<file path="src/rtl/mem_port_arbiter.sv">
// mem_port_arbiter: shares one variable-latency memory port between the fetch and MEM stages,
// freezing the whole pipeline until every access demanded in the current step has been served.
module mem_port_arbiter #(
  parameter int ADDR_W  = 32,
  parameter int DATA_W  = 32,
  parameter int TIMEOUT = 255
) (
  input  logic              CLK,
  input  logic              RST_N,
  input  logic              IReq,
  input  logic [ADDR_W-1:0] IAddr,
  output logic [DATA_W-1:0] IRdata,
  input  logic              MemtoRegM,
  input  logic              MemWriteM,
  input  logic [ADDR_W-1:0] ALUresultM,
  input  logic [DATA_W-1:0] WriteDataM,
  output logic [DATA_W-1:0] ReadDataM,
  output logic              StallPipe,
  output logic              BusErr,
  output logic              mem_req,
  output logic              mem_we,
  output logic [ADDR_W-1:0] mem_addr,
  output logic [DATA_W-1:0] mem_wdata,
  input  logic              mem_ack,
  input  logic [DATA_W-1:0] mem_rdata
);
  typedef enum logic [1:0] {IDLE, DBUSY, IBUSY} state_t;
  state_t state, nextState;
  logic dDone, iDone, dPend, iPend, issueD, issueI, timedOut, finish;
  logic [7:0] waitCnt;
  logic [DATA_W-1:0] word;
  assign dPend = (MemtoRegM | MemWriteM) & ~dDone;
  assign iPend = IReq & ~iDone;
  assign StallPipe = dPend | iPend;
  assign timedOut = waitCnt == 8'(TIMEOUT - 1);
  assign finish = (state != IDLE) & (mem_ack | timedOut);
  // data access outranks fetch: it belongs to the older instruction
  assign issueD = (state == IDLE) & dPend;
  assign issueI = (state == IDLE) & ~dPend & iPend;
  assign word = mem_ack ? mem_rdata : '0;
  always_comb begin
    nextState = issueD ? DBUSY : issueI ? IBUSY : finish ? IDLE : state;
  end
  always_ff @(posedge CLK or negedge RST_N)
    if (!RST_N) state <= IDLE;
    else state <= nextState;
  always_ff @(posedge CLK or negedge RST_N)
    if (!RST_N) begin
      mem_req   <= 1'b0;
      mem_we    <= 1'b0;
      mem_addr  <= '0;
      mem_wdata <= '0;
      IRdata    <= '0;
      ReadDataM <= '0;
      BusErr    <= 1'b0;
      waitCnt   <= 8'd0;
      dDone     <= 1'b0;
      iDone     <= 1'b0;
    end else begin
      if (issueD | issueI) begin
        mem_req  <= 1'b1;
        mem_we   <= issueD & MemWriteM;
        mem_addr <= issueD ? ALUresultM : IAddr;
      end else if (finish) mem_req <= 1'b0;
      if (issueD) mem_wdata <= WriteDataM;
      if (finish & (state == DBUSY) & ~mem_we) ReadDataM <= word;
      if (finish & (state == IBUSY)) IRdata <= word;
      if (finish & ~mem_ack) BusErr <= 1'b1;
      waitCnt <= ((state != IDLE) & ~finish) ? waitCnt + 8'd1 : 8'd0;
      // done flags survive only while the pipeline is still frozen
      dDone <= StallPipe & (dDone | (finish & (state == DBUSY)));
      iDone <= StallPipe & (iDone | (finish & (state == IBUSY)));
    end
endmodule

</file>
<file path="config.mk">
export PLATFORM = sky130hd
export DESIGN_NAME = mem_port_arbiter
export DESIGN_NICKNAME = d
export VERILOG_FILES = /design/src/rtl/mem_port_arbiter.sv
export SDC_FILE = /design/constraint.sdc
export NUM_CORES = 1
export LEC_CHECK = 0
export BUFFER_PORTS_ARGS = -buffer_cell sky130_fd_sc_hd__buf_2
export CORE_MARGIN = 3
export CORE_UTILIZATION = 44
export CTS_CLUSTER_SIZE = 28
export DETAILED_ROUTE_END_ITERATION = 8
export GPL_TIMING_DRIVEN = 0
export PLACE_DENSITY_LB_ADDON = 0.25
export SLEW_MARGIN = 20
export SYNTH_ARGS = -nofsm -noshare
export SYNTH_HDL_FRONTEND = slang
export SYNTH_SLANG_ARGS = --single-unit
</file>
<file path="constraint.sdc">
create_clock -name CLK -period 1.4 [get_ports CLK]
set_input_delay 0.07 -clock CLK [delete_from_list [all_inputs] [get_ports CLK]]
set_output_delay 0.07 -clock CLK [all_outputs]
set_load 0.1 [all_outputs]
</file>
==> impl_metrics.tcl, run 1 <==
set metrics [dict create \
    antenna_found_initial 0 \
    cp-end-kind "flop" \
    grt_usage_pct 27.0 \
    grt_max_degree 76 \
    syn_to_final_growth_pct 75.2 \
    run_status "finished with violations" \
    avgRoutedWirePerCell_um 21.3 \
    cts-root-to-sink-buffers 2 \
    drc_errors 0 \
    cpPeakStageDelay_ps 450 \
    async_flop_share_pct 100 \
    cap_viol_max_count 0 \
    setup_viol 128 \
    synth_top_cell_by_area "dfrtp_1" \
    fill_cells 780 \
    via_count 6689 \
    setup_slack_ps -221 \
    yosys-top-cells-area "dfrtp_1 54%, a22oi_1 6.2%, mux2i_1 4.9%" \
    start_kind "flop" \
    clk_pin_slew_ps 60 \
    dpl_worst_slack_ps -342 \
    gp_congestion 0.824 \
    avgSynthCellArea_sq_um 11.6 \
    synth_commonest_cells "143 x dfrtp_1, 68 x inv_1, 54 x a22oi_1, 34 x o21ai_1, 33 x o21ai_0" \
    viasPerCell 5.61 \
    critical-path-top-delay-family "flip-flops" \
    grt_busiest_layer "met2" \
    ys_ff_latch 143 \
    crit_arrival_ps 1930 \
    cts_inserted_buffers 17 \
    dpl_cell_area_sq_um 8350 \
    hold_class "in -> reg" \
    wirelength_mm 25.4 \
    synth.net_count 703 \
    finalHoldViolCount 0 \
    drtIter0Drc 372 \
    root_buffer "clkbuf_16" \
    critPathBufInv 2 \
    synth_most_common_cell "dfrtp_1" \
    dp.cells 1017 \
    die_area_sq_um 16400 \
    fin_nets 1132 \
    violations "negative setup slack" \
    grt_first_pass_wirelength_mm 34.9 \
    synth_edf_count 0 \
    grt_use_met2_pct 46.4 \
    clock-sinks 143 \
    firstDrtPassIters 5 \
    overflow 0 \
    port_buffers 265 \
    h-tree-depth 4 \
    rsz0062_at_grt "true" \
    die_width_um 128 \
    ant_nets 0 \
    row_count 44 \
    critPathMaxFanout 7 \
    num_antenna_cells 0 \
    period_share_pct 116 \
    skew_ps 9.53 \
    crit_slowest_cell "dfrtp_2" \
    worst_pin_slew_ps 557 \
    register_area_sq_um 3590 \
    initial_core_util_pct 45.1 \
    clock_latency_ps 420 \
    final_cells 1193 \
    multiInputGateArea_sq_um 3300 \
    final_area_sq_um 11500 \
    path_class "reg -> reg" \
    die_h_um 128 \
    fp.coreArea_sq_um 14600 \
    maxSlewViolCount 0 \
    synthCells 567 \
    ios 266 \
    fmax_mhz 617 \
    grt_use_met1_pct 31.7 \
    drive_gt1_share_pct 57.5 \
    netlist.area_leader.share_pct 54.4 \
    path_cells "or2_4 -> nor2_4 -> buf_12 -> clkbuf_16 -> mux2_4" \
    ys_types 47 \
    required_ps 1700 \
    syn_area_sq_um 6570 \
    r2r_setup_slack_ps -220 \
    use_met3_pct 8.08 \
    slew_headroom_pct 62.9 \
    dp_hpwl_mm 13.6 \
    synth_top_flop_cell "dfrtp_1" \
    cts_tree "built" \
    grt_pass1_vias 6804 \
    final.min_clock_period_ps 1620 \
    ys.warnings.count 0 \
    seq_area_frac_synth_pct 54.4 \
]
## worst min-delay path, delay by kind of cell
| family | cells | cell delay (ps) |
|---|---|---|
| simple gates | 1 | 110 |
| compound gates | 1 | 110 |
| buf+inv | 1 | 80 |
| mux | 1 | 60 |
## cell families after synthesis
logic type	synth area share, %
flops	54.4
compound gates	19.9
mux	10.4
simple gates	6.87
fa+ha+maj	0.381
buf+inv	7.69
xor+xnor	0.400
## cell usage in the layout (no fill, tap or decap), types with 13 or more instances in the layout
master	Yosys	layout
buf_6	5	16
buf_8	0	16
o21ai_2	0	30
a2bb2oi_2	0	30
or3b_4	0	32
inv_1	68	67
a22oi_2	10	32
o21ai_1	34	31
buf_2	11	263
buf_12	0	15
dfrtp_1	143	137
clkbuf_16	0	24
mux2i_2	0	13
mux2i_1	32	15
mux2_4	0	31
a22oi_1	54	32
buf_4	9	22
dlygate4sd3_1	0	99
## routing by layer
metal,up-vias,share of wire (%)
li1,2900,-
met1,3326,37
met2,390,52
met3,73,7.7
met4,0,3.4
met5,-,0
## flip-flops by register name (all words and copies together), names as in the netlist
register   count
BusErr         1
IRdata        32
ReadDataM     32
dDone          1
iDone          1
mem_addr      32
mem_req        1
mem_wdata     32
mem_we         1
state          2
waitCnt        8
## stage by stage
| step | hold slack [ps] | TNS (ps) | util [%] |
|---|---|---|---|
| floorplan | -226 | -11490 | - |
| global placement | 301 | -269020 | 57.0 |
| detailed placement | 66.7 | -32170 | 57.2 |
| CTS | 12.1 | -14130 | 75.3 |
| global route | 55.4 | -18670 | 79.0 |
| finish | 48.5 | -13570 | 79.0 |
## path summary, 6_finish.rpt
check,end,startpoint,cells past startpoint
setup reg to reg,mem_wdata[5],state[1],5
min in group asynchronous,IRdata[19],RST_N,2
max in group asynchronous,mem_wdata[23],RST_N,3
hold reg to reg,BusErr,BusErr,1
hold / removal,mem_addr[11],IAddr[11],4
setup / recovery,mem_wdata[5],state[1],5
## area by class of cell
class | instances | area share (%)
Buffer | 38 | 4.58
Clock buffer | 21 | 3.82
Clock inverter | 11 | 1.02
Inverter | 68 | 2.22
Multi-Input combinational cell | 312 | 28.7
Sequential cell | 143 | 31.2
Tap cell | 184 | 2.00
Timing Repair Buffer | 416 | 26.5
## timing repair
item	in CTS	in global routing
hold buffers	98	1
pin swaps	45	38
endpoints found under the hold margin	198	1
setup endpoints to repair	139	137
gates cloned	11	5
buffers inserted	30	8
gates resized for setup	183	103
Power of run 1 is left out: the tool's default activity adds up to more than one toggle a clock period on the data nets, which glitch-free logic cannot reach.
==> run 2, diff against run 1 <==
--- a/config.mk
+++ b/config.mk
@@ -14,3 +14,2 @@
 export PLACE_DENSITY_LB_ADDON = 0.25
-export SLEW_MARGIN = 20
 export SYNTH_ARGS = -nofsm -noshare
@@ -18 +17,2 @@
 export SYNTH_SLANG_ARGS = --single-unit
+export TNS_END_PERCENT = 30
==> constraint.sdc (replaced) <==
create_clock -name CLK -period 1.4 [get_ports CLK]
set_input_delay 0.14 -clock CLK [delete_from_list [all_inputs] [get_ports CLK]]
set_output_delay 0.14 -clock CLK [all_outputs]
set_load 0.1 [all_outputs]
==> run 2 against run 1 <==
Compared with the run above: the flow still finishes with violations (negative setup slack); worst setup slack better by 7.0 ps; sequential share of layout area increased by 2.3 points; non-clock buffer count down 40; critical endpoint is now mem_wdata[17]; largest cell class unchanged.
==> impl_metrics.tcl, run 2 (synthesis gave the netlist of run 1 again) <==
set metrics [dict create \
    run_status "finished with violations" \
    violations "negative setup slack" \
    start_kind "flop" \
    avgRoutedWirePerCell_um 18.3 \
    drive_gt1_share_pct 52.0 \
    ios 266 \
    maxSlewViolCount 0 \
    crit_arrival_ps 1910 \
    period_share_pct 115 \
    num_antenna_cells 0 \
    clk_pin_slew_ps 60 \
    via_count 6114 \
    cts-root-to-sink-buffers 2 \
    critPathBufInv 3 \
    clock_latency_ps 420 \
    setup_viol 130 \
    die_width_um 128 \
    rsz0062_at_grt "true" \
    wirelength_mm 21.2 \
    drtIter0Drc 346 \
    slew_headroom_pct 62.8 \
    root_buffer "clkbuf_16" \
    initial_core_util_pct 45.1 \
    row_count 44 \
    dp_hpwl_mm 13.6 \
    cts_inserted_buffers 17 \
    ant_nets 0 \
    overflow 0 \
    cp-end-kind "flop" \
    fp.coreArea_sq_um 14600 \
    crit_slowest_cell "dfrtp_1" \
    grt_first_pass_wirelength_mm 32.6 \
    antenna_found_initial 0 \
    setup-tns-final_ps -15900 \
    port_buffers 265 \
    syn_to_final_growth_pct 63.1 \
    drc_errors 0 \
    setup_slack_ps -214 \
    final.min_clock_period_ps 1610 \
    path_cells "buf_6 -> or2_4 -> nor2_4 -> buf_12 -> buf_8 -> mux2_2" \
    cts_tree "built" \
    clock-sinks 143 \
    final_common_cell "buf_2" \
    skew_ps 5.84 \
    finalHoldViolCount 0 \
    fmax_mhz 620 \
    h-tree-depth 4 \
    viasPerCell 5.30 \
    die_h_um 128 \
    cpPeakStageDelay_ps 380 \
    critPathMaxFanout 7 \
    required_ps 1700 \
    worst_pin_slew_ps 557 \
    grt_pass1_vias 6353 \
    gp_congestion 0.876 \
    cap_viol_max_count 0 \
    fin_nets 1092 \
    hold_class "in -> reg" \
    die_area_sq_um 16400 \
    dpl_worst_slack_ps -487 \
    layout_common_cells "196 x buf_2, 139 x dfrtp_1, 68 x dlygate4sd3_1" \
    fill_cells 990 \
    grt_usage_pct 24.9 \
    path_class "reg -> reg" \
    firstDrtPassIters 5 \
    critical-path-top-delay-family "buffers and inverters" \
    grt_max_degree 85 \
]
-- run 2: cell count changes in the layout (fill, tap and decap cells not counted), moves of 7 or more --
cell and delta:
a2bb2oi_2 -25, dlygate4sd3_1 -31, clkbuf_4 +44, o21ai_1 +21
buf_2 -67, o21ai_2 -21, or3b_4 -7, clkbuf_8 +9
mux2i_1 +12, buf_12 -9, mux2i_2 -9, buf_4 +24
a2bb2oi_1 +25
-- run 2: repair_timing --
action                                  CTS  global route
gates resized for setup                 192           111
buffers inserted                         20             8
hold buffers                             68             0
endpoints found under the hold margin   156             0
pin swaps                                37             4
cloned                                   10             0
endpoints found under the setup margin  157           186
-- run 2: metal layers --
metal  global-route usage (%)  vias to the layer above  share of wire, %
li1                         -                     2815                 -
met1                     29.6                     3002                40
met2                     43.2                      253                51
met3                     6.00                       44               6.7
met4                     10.0                        0               2.3
met5                        0                        -                 0
-- run 2: final cells by class --
cell class	instances	area [sq um]	share of cell area [%]
clock inverters	12	159	1.48
multi-input cells	312	2890	27.0
well taps	184	230	2.15
inverters	68	255	2.38
plain buffers	42	468	4.36
clock buffers	20	467	4.35
repair buffers	372	2670	24.9
flip-flops and latches	143	3590	33.4
-- run 2: worst register-to-register path, cell delays in order (launching register included) --
cell	delay, ps
dfrtp_1	380
buf_6	130
or2_4	260
nor2_4	100
buf_12	150
buf_8	140
mux2_2	330
-- run 2: path summary, 6_finish.rpt --
kind / start / end / slack [ps] / cells after the start
max in group asynchronous: RST_N / waitCnt[0] / 340 / 3
min in group asynchronous: RST_N / IRdata[23] / 250 / 2
max: state[1] / mem_wdata[17] / -210 / 6
max reg2reg: state[1] / mem_wdata[17] / -210 / 6
min reg2reg: mem_req / mem_req / 500 / 1
min: ALUresultM[23] / mem_addr[23] / 20 / 3
-- run 2: stage by stage --
step / instances / util [%] / hold slack, ps / cell area (sq um)
5_1_grt: 1153 / 73.5 / 10.9 / 10700
2_1_floorplan: 567 / - / -156 / 6580
6_report: 1153 / 73.5 / 20.3 / 10700
4_1_cts: 1145 / 70.7 / 6.14 / 10300
3_5_place_dp: 1017 / 56.0 / 144 / 8170
3_3_place_gp: 1016 / 55.8 / 359 / 8140
Power of run 2 is left out for the same reason.
==> run 3, diff against run 2 <==
CTS_BUF_LIST = sky130_fd_sc_hd__clkbuf_16   (was unset)
SLEW_MARGIN = 0   (was unset)
==> run 3 against run 2 <==
Compared with the run above: the flow still finishes with violations (negative setup slack); clock skew rose by 3.6 ps; via count rose by 1.6%; global-route usage fell by 0.095 points; hold slack improved by 3.2 ps; die area did not move; routed wire length rose by 2.1%; largest cell class unchanged.
==> impl_metrics.tcl, run 3 (synthesis gave the netlist of run 1 again) <==
set metrics [dict create \
    wirelength_mm 21.6 \
    maxSlewViolCount 0 \
    root_buffer "clkbuf_16" \
    port_buffers 265 \
    final_common_cell "buf_2" \
    run_status "finished with violations" \
    hold_end "mem_addr[23]" \
    die_width_um 128 \
    initial_core_util_pct 45.1 \
    fill_cells 978 \
    period_share_pct 115 \
    r2r_end "mem_wdata[17]" \
    ios 266 \
    drive_gt1_share_pct 53.4 \
    slew_headroom_pct 62.7 \
    cts-root-to-sink-buffers 2 \
    hold_class "in -> reg" \
    drc_errors 0 \
    layout_common_cells "198 x buf_2, 138 x dfrtp_1, 68 x dlygate4sd3_1" \
    clk_pin_slew_ps 60 \
    viasPerCell 5.38 \
    skew_ps 9.48 \
    fin_util_pct 73.9 \
    grt_max_degree 85 \
    via_count 6212 \
    path_class "reg -> reg" \
    hold_path_depth 3 \
    min_from "ALUresultM[23]" \
    h-tree-depth 4 \
    syn_to_final_growth_pct 64.0 \
    cts_inserted_buffers 17 \
    ant_nets 0 \
    setup_slack_ps -207 \
    final.min_clock_period_ps 1610 \
    cp-end-kind "flop" \
    cts_tree "built" \
    overflow 0 \
    holdWs_ps 23.5 \
    cap_viol_max_count 0 \
    drtIter0Drc 300 \
    fmax_mhz 622 \
    clock_latency_ps 420 \
    die_h_um 128 \
    fp.coreArea_sq_um 14600 \
    rr_worst_depth 6 \
    required_ps 1700 \
    gp_congestion 0.876 \
    die_area_sq_um 16400 \
    setup_viol 129 \
    fin_nets 1093 \
    finalHoldViolCount 0 \
    dp_hpwl_mm 13.6 \
    worst_pin_slew_ps 559 \
    firstDrtPassIters 5 \
    num_antenna_cells 0 \
    grt_usage_pct 24.8 \
    avgRoutedWirePerCell_um 18.7 \
    clock-sinks 143 \
    antenna_found_initial 1 \
    rsz0062_at_grt "true" \
    grt_pass1_vias 6353 \
    crit_arrival_ps 1910 \
    row_count 44 \
    critPathMaxFanout 7 \
    grt_first_pass_wirelength_mm 32.4 \
    r2r-start "state[1]" \
    violations "negative setup slack" \
    r2r_setup_slack_ps -210 \
    start_kind "flop" \
]
-- run 3: worst max-delay path, stage by stage (launching register included) --
cell	delay, ps
dfrtp_1	380
buf_6	130
or2_4	260
nor2_4	100
buf_12	150
buf_8	130
mux2_2	330
-- run 3: through the flow --
step | instances | setup slack (ps) | TNS [ps] | area, sq um
5_1_grt | 1154 | -247 | -23300 | 10800
3_5_place_dp | 1017 | -487 | -42880 | 8170
2_1_floorplan | 567 | -238 | -15010 | 6580
3_3_place_gp | 1016 | -2200 | -284590 | 8140
4_1_cts | 1143 | -208 | -13590 | 10300
6_report | 1154 | -207 | -16430 | 10800
-- run 3: final cells by class --
cell class | count | area (sq um) | share of cell area, %
sequential | 143 | 3590 | 33.3
tap | 184 | 230 | 2.14
multi-input combinational | 312 | 2950 | 27.4
buffer | 41 | 458 | 4.25
clock inverter | 15 | 170 | 1.58
timing repair buffer | 374 | 2700 | 25.1
clock buffer | 17 | 425 | 3.95
inverter | 68 | 255 | 2.37
-- run 3: worst max path at each step --
stage	startpoint	end	slack [ps]	depth (start not counted)
2_1_floorplan	mem_we	ReadDataM[21]	-240	5
3_5_place_dp	waitCnt[0]	IRdata[16]	-490	7
5_1_grt	mem_we	ReadDataM[12]	-250	5
6_report	state[1]	mem_wdata[17]	-210	6
4_1_cts	state[1]	mem_wdata[15]	-210	6
3_3_place_gp	RST_N	mem_we	-2200	1
-- run 3: routing by layer --
metal | global-route usage (%) | part of all wire [%]
met2 | 42.9 | 52
met3 | 6.21 | 6.2
met1 | 29.3 | 39
met5 | 0 | 0.060
met4 | 10.2 | 2.6
-- run 3: what timing repair did --
action	4_1_cts	5_1_grt
endpoints found under the setup margin	158	185
hold buffers	68	0
cloned	10	3
resized for setup	200	108
setup buffers	19	8
hold endpoints to repair	158	0
pin swaps	33	20
Power of run 3 is left out for the same reason.
